<file path="config.mk">
export PLATFORM = sky130hd
export DESIGN_NAME = cmd_sequencer
export DESIGN_NICKNAME = d
export VERILOG_FILES = /design/src/rtl/cmd_sequencer.sv
export SDC_FILE = /design/constraint.sdc
export NUM_CORES = 1
export LEC_CHECK = 0
export BUFFER_PORTS_ARGS = -buffer_cell sky130_fd_sc_hd__buf_2
export CORE_MARGIN = 4
export CORE_UTILIZATION = 40
export CTS_CLUSTER_DIAMETER = 200
export CTS_CLUSTER_SIZE = 10
export DETAILED_ROUTE_END_ITERATION = 8
export RECOVER_POWER = 25
export SKIP_LAST_GASP = 1
export SYNTH_ARGS = -nofsm -noshare
export SYNTH_HDL_FRONTEND = slang
export SYNTH_SLANG_ARGS = --single-unit
</file>
<file path="constraint.sdc">
create_clock -name clk -period 6.5 [get_ports clk]
set_input_delay 0.65 -clock clk [delete_from_list [all_inputs] [get_ports clk]]
set_output_delay 0.65 -clock clk [all_outputs]
set_load 0.005 [all_outputs]
</file>
<file path="src/rtl/cmd_sequencer.sv">
// Command sequencer in front of RemoteComm: queues 16-bit Knight commands and
// issues them one at a time, supervising send, progress, completion and timeout.
module cmd_sequencer #(
  parameter int unsigned DEPTH     = 8,
  parameter logic [7:0]  DONE_RESP = 8'hA5,
  parameter logic [7:0]  PROG_RESP = 8'h5A,
  parameter int unsigned TIMEOUT   = 50_000_000
) (
  input  logic                     clk,
  input  logic                     rst_n,
  input  logic                     push,
  input  logic [15:0]              push_cmd,
  output logic                     full,
  output logic [$clog2(DEPTH):0]   count,
  input  logic                     start,
  input  logic                     abort,
  output logic [15:0]              cmd,
  output logic                     snd_cmd,
  input  logic                     cmd_snt,
  input  logic                     resp_rdy,
  input  logic [7:0]               resp,
  output logic                     busy,
  output logic                     done,
  output logic                     err,
  output logic [1:0]               err_code,
  output logic [7:0]               prog_cnt
);

  localparam int unsigned AW = $clog2(DEPTH);
  localparam int unsigned PW = AW + 1;
  localparam int unsigned TW = $clog2(TIMEOUT) + 1;

  localparam logic [1:0] ERR_NONE = 2'b00;
  localparam logic [1:0] ERR_RESP = 2'b01;
  localparam logic [1:0] ERR_TMO  = 2'b10;

  typedef enum logic [2:0] {
    S_IDLE,
    S_LOAD,
    S_SEND,
    S_WAIT_SNT,
    S_WAIT_RESP,
    S_DONE,
    S_ERR
  } state_e;

  state_e          state_q, state_d;
  logic [TW-1:0]   timer_q, timer_d;
  logic [PW-1:0]   wr_ptr_q, wr_ptr_d;
  logic [PW-1:0]   rd_ptr_q, rd_ptr_d;
  logic [PW-1:0]   count_q, count_d;
  logic            full_q, full_d;
  logic [15:0]     cmd_q, cmd_d;
  logic            snd_cmd_q, snd_cmd_d;
  logic            busy_q, busy_d;
  logic            done_q, done_d;
  logic            err_q, err_d;
  logic [1:0]      err_code_q, err_code_d;
  logic [7:0]      prog_cnt_q, prog_cnt_d;
  logic [15:0]     mem_q [DEPTH];

  logic            pop;
  logic            flush;
  logic            push_ok;
  logic            timed_out;

  // Next-state, FIFO pointer and output computation
  always_comb begin
    state_d    = state_q;
    timer_d    = timer_q;
    err_code_d = err_code_q;
    prog_cnt_d = prog_cnt_q;
    cmd_d      = cmd_q;
    pop        = 1'b0;
    flush      = 1'b0;
    push_ok    = push && !full_q && !abort;
    timed_out  = (timer_q == TW'(TIMEOUT - 1));

    if (abort) begin
      state_d = S_IDLE;
      flush   = 1'b1;
    end else begin
      case (state_q)
        S_IDLE: begin
          if (start && (count_q != '0)) begin
            state_d    = S_LOAD;
            prog_cnt_d = '0;
            err_code_d = ERR_NONE;
          end
        end
        S_LOAD: begin
          pop     = 1'b1;
          cmd_d   = mem_q[rd_ptr_q[AW-1:0]];
          state_d = S_SEND;
        end
        S_SEND: begin
          state_d = S_WAIT_SNT;
          timer_d = '0;
        end
        S_WAIT_SNT: begin
          if (cmd_snt) begin
            state_d = S_WAIT_RESP;
            timer_d = '0;
          end else if (timed_out) begin
            state_d    = S_ERR;
            err_code_d = ERR_TMO;
          end else begin
            timer_d = timer_q + TW'(1);
          end
        end
        S_WAIT_RESP: begin
          // A same-cycle push counts as queued work when the command completes
          if (resp_rdy) begin
            if (resp == DONE_RESP) begin
              state_d = ((count_q != '0) || push) ? S_LOAD : S_DONE;
            end else if (resp == PROG_RESP) begin
              timer_d = '0;
              if (prog_cnt_q != 8'hFF) prog_cnt_d = prog_cnt_q + 8'd1;
            end else begin
              state_d    = S_ERR;
              err_code_d = ERR_RESP;
            end
          end else if (timed_out) begin
            state_d    = S_ERR;
            err_code_d = ERR_TMO;
          end else begin
            timer_d = timer_q + TW'(1);
          end
        end
        S_DONE: state_d = S_IDLE;
        S_ERR: begin
          if (start) state_d = S_IDLE;
        end
        default: state_d = S_IDLE;
      endcase
    end

    wr_ptr_d = flush ? '0 : wr_ptr_q + PW'(push_ok);
    rd_ptr_d = flush ? '0 : rd_ptr_q + PW'(pop);
    count_d  = wr_ptr_d - rd_ptr_d;
    full_d   = (wr_ptr_d[AW] != rd_ptr_d[AW]) &&
               (wr_ptr_d[AW-1:0] == rd_ptr_d[AW-1:0]);

    // Strobe follows the SEND cycle so cmd has been stable for a full cycle
    snd_cmd_d = (state_q == S_SEND) && !abort;
    busy_d    = (state_d != S_IDLE);
    done_d    = (state_d == S_DONE);
    err_d     = (state_d == S_ERR);
  end

  // State and registered outputs
  always_ff @(posedge clk or negedge rst_n) begin
    if (!rst_n) begin
      state_q    <= S_IDLE;
      timer_q    <= '0;
      wr_ptr_q   <= '0;
      rd_ptr_q   <= '0;
      count_q    <= '0;
      full_q     <= 1'b0;
      cmd_q      <= 16'h0000;
      snd_cmd_q  <= 1'b0;
      busy_q     <= 1'b0;
      done_q     <= 1'b0;
      err_q      <= 1'b0;
      err_code_q <= ERR_NONE;
      prog_cnt_q <= '0;
    end else begin
      state_q    <= state_d;
      timer_q    <= timer_d;
      wr_ptr_q   <= wr_ptr_d;
      rd_ptr_q   <= rd_ptr_d;
      count_q    <= count_d;
      full_q     <= full_d;
      cmd_q      <= cmd_d;
      snd_cmd_q  <= snd_cmd_d;
      busy_q     <= busy_d;
      done_q     <= done_d;
      err_q      <= err_d;
      err_code_q <= err_code_d;
      prog_cnt_q <= prog_cnt_d;
    end
  end

  // FIFO storage; contents are qualified by the pointers, so no reset needed
  always_ff @(posedge clk) begin
    if (push_ok) mem_q[wr_ptr_q[AW-1:0]] <= push_cmd;
  end

  assign full     = full_q;
  assign count    = count_q;
  assign cmd      = cmd_q;
  assign snd_cmd  = snd_cmd_q;
  assign busy     = busy_q;
  assign done     = done_q;
  assign err      = err_q;
  assign err_code = err_code_q;
  assign prog_cnt = prog_cnt_q;

endmodule

</file>
==> impl_metrics.ini <==
[route]
drt-initial-drc-count = 262
num_vias = 5049
drt_wl_total_um = 17700
wl_per_cell_um = 18.6
drc = 0
firstDrtPassIters = 4
postRouteAntennaNets = 0
vias_per_cell = 5.30

[yosys]
synth_top_family_by_area = simple AND/OR/NAND/NOR gates
synthArstFlopShare_pct = 36.3
synth_fp_nets = 628
yosys-top-cells-count = edfxtp_1 (128), dfrtp_1 (73), nor2_1 (57)
synth-main-ff-cell = edfxtp_1
yosys.area.top_type = edfxtp_1
synth_cell_types = 57
synth_area_per_cell_um2 = 14.6
synth-adder-area-share_pct = 1.55
synth_xor_area_share_pct = 2.25
yosysMostFrequentCell = edfxtp_1
synth_seq_area_share_pct = 66.2
yosys_register_bits = 201
synthSimpleGateAreaFrac_pct = 11.8
synth_area_leaders = edfxtp_1 (45%), dfrtp_1 (21%), mux4_2 (8.4%), nor2_1 (2.5%), mux2i_1 (2.0%)
synth_top_area_share_pct = 44.9
synthCells = 587
synth_edf_count = 128
syn_area_um2 = 8570
synthMuxAreaShare_pct = 10.4
synth_compound_area_share_pct = 5.71
ys_warn_count = 0

[sta]
final_hold_viol_count = 0
fin_tns_setup_ns = 0
tightest_slew_ns = 1.03
fin_crit_sh_pct = 44.2
max-slew-margin-rel_pct = 30.8
min_period_ns = 2.87
slew_viol_final = 0
rsz0062_at_grt = false
skew_ns = 0.0208
max_freq_mhz = 348
setup_viol = 0

[clock_tree]
cts_tree = built
clk_latency_ns = 0.52
root_buffer = clkbuf_16
cts_resized = 0
path_clk_slew_ns = 0.06
cts_sinks = 201
cts_buffer_depth = 3
h-tree-depth = 1
postCtsHoldBufs = 0
postCtsSetupBuffers = 0
cts_buffers = 24

[place]
port_buffers = 65
place_area_um2 = 9220
gp_congestion = 0.809
hpwl_um = 10700

[critical_path]
crit_arrival_ns = 3.21
slowest_stage = nor2_1
worstPathCellList = or3b_1 > a221o_1 > buf_4 > nor2_1 > nor2_1
r2r-start = state_q[2]
critPathBufInv = 1
crit_top_cell = nor2_1
path_class = reg -> reg
path_depth = 5
reg2reg_depth = 5
cp.required_ns = 6.83
cp_top_family = simple AND/OR/NAND/NOR gates
r2r-end = timer_q[3]
critPathMaxStageDelay_ns = 0.83
end_kind = flip-flop
cp_max_fo = 32
startpoint_type = flip-flop
r2r_slack_ns = 3.63

[power]
switching_share_pct = 25.0
vdd_drop_max_v = 0.000203
power.switching_uw = 780
p_leak_uw = 0.00357
p_per_area_nw_per_um2 = 315
combPwrFrac_pct = 11.8
power_frac_clock_pct = 37.9
pwr-share-seq_pct = 50.3
p_int_uw = 2340

[layout]
n_antenna_cell = 0
multi_input_area_um2 = 2730
regArea_um2 = 5670
area_delta_synth_final_pct = 15.6
nFillCells = 1807
stdcell_area_um2 = 9900
drive_gt1_share_pct = 20.5
nNetsFinal = 703

[global_routing]
grt_pass1_wl_um = 28700
global_route.usage.met3_pct = 3.19
grtUsageMet1_pct = 20.3
grt_use_total_pct = 15.0
gr-max-usage-layer = met2
grt_remaining_overflow = 0
grt_max_degree = 74
met2_usage_pct = 25.0
grt_pass1_vias = 5336
antenna_found_initial = 0

[floorplanning]
io_pins = 66
dieHeight_um = 154
placementRows = 53
die_x_um = 154
start_util_pct = 40.8
die_area_um2 = 23800
core_area_um2 = 21000

[run]
max_cap_violations = 0

[run_status]
outcome = completed

[worst_hold_path]
hold_path.class = in -> async
[per-stage QoR]
stage / util, % / hold WS (ns) / power [uW] / cells / worst slack, ns
6_report: 47.1 / 0.315 / 3120 / 952 / 3.63
2_1_floorplan: - / 0.354 / 1800 / 587 / 3.43
3_3_place_gp: 43.9 / 0.468 / 1960 / 911 / 3.62
4_1_cts: 47.2 / 0.337 / 3170 / 952 / 3.65
3_5_place_dp: 43.9 / 0.481 / 1970 / 911 / 3.55
5_1_grt: 47.1 / 0.385 / 3280 / 952 / 3.43
[layout make-up]
type                       count  area share, %
clock buffer                  39           6.63
clock inverter                 2          0.392
inverter                      15          0.569
multi-input combinational    343           27.6
sequential                   201           57.3
tap                          275           3.48
timing repair buffer          77           4.03
[power by group through the flow]
| stage | sequential (uW) | combinational, uW | clock [uW] |
|---|---|---|---|
| final | 1570 | 368 | 1180 |
| after global routing | 1590 | 418 | 1280 |
| after CTS | 1570 | 380 | 1220 |
| after detailed placement | 1590 | 379 | 0 |
| after global placement | 1590 | 366 | 0 |
| after floorplan | 1570 | 232 | 0 |
[worst max path at each step]
stage	startpoint	endpoint	slack, ns
final	state_q[2]	timer_q[3]	3.63
after floorplan	abort	count[3]	3.43
after detailed placement	resp[0]	timer_q[3]	3.55
after global placement	abort	count[3]	3.62
after CTS	state_q[2]	timer_q[3]	3.65
after global routing	state_q[2]	timer_q[7]	3.43
[placed cells by master, fill, tap and decap left out, types with 9 or more instances in the layout]
cell type,instances
nand2b_1,9
buf_4,13
clkbuf_1,30
clkbuf_16,24
ha_1,9
edfxtp_1,128
a21oi_1,29
dfrtp_1,71
o21ai_0,20
nand3_1,15
buf_2,49
inv_1,15
mux4_2,32
mux2i_1,17
nor2_1,57
xnor2_1,18
nand2_1,35
[cells by family after synthesis]
family,Yosys count
DFF,201
and+or+nand+nor,182
AOI/OAI and AO/OA,80
muxes,49
buffers and inverters,43
xor gates and xnor gates,22
adders and majority gates,10
[routing by layer]
metal  share of wire, %  up-vias
li1                   -     2368
met1                 44     2525
met2                 48      132
met3                5.7       24
met4                1.6        0
met5                  0        -
[worst reg2reg max path, cell delays in order (launching register included)]
cell     delay, ns
dfrtp_1       0.56
or3b_1        0.54
a221o_1       0.38
buf_4         0.25
nor2_1        0.84
nor2_1        0.14
[sequential cells by signal, indices dropped and copies added (netlist names), 3 cells and up]
name and cells:
timer_q 27, prog_cnt 8, cmd 16, state_q 3, wr_ptr_q 4, rd_ptr_q 4, mem_q 128, count 4
No activity file was read; power rests on OpenSTA's default activity.
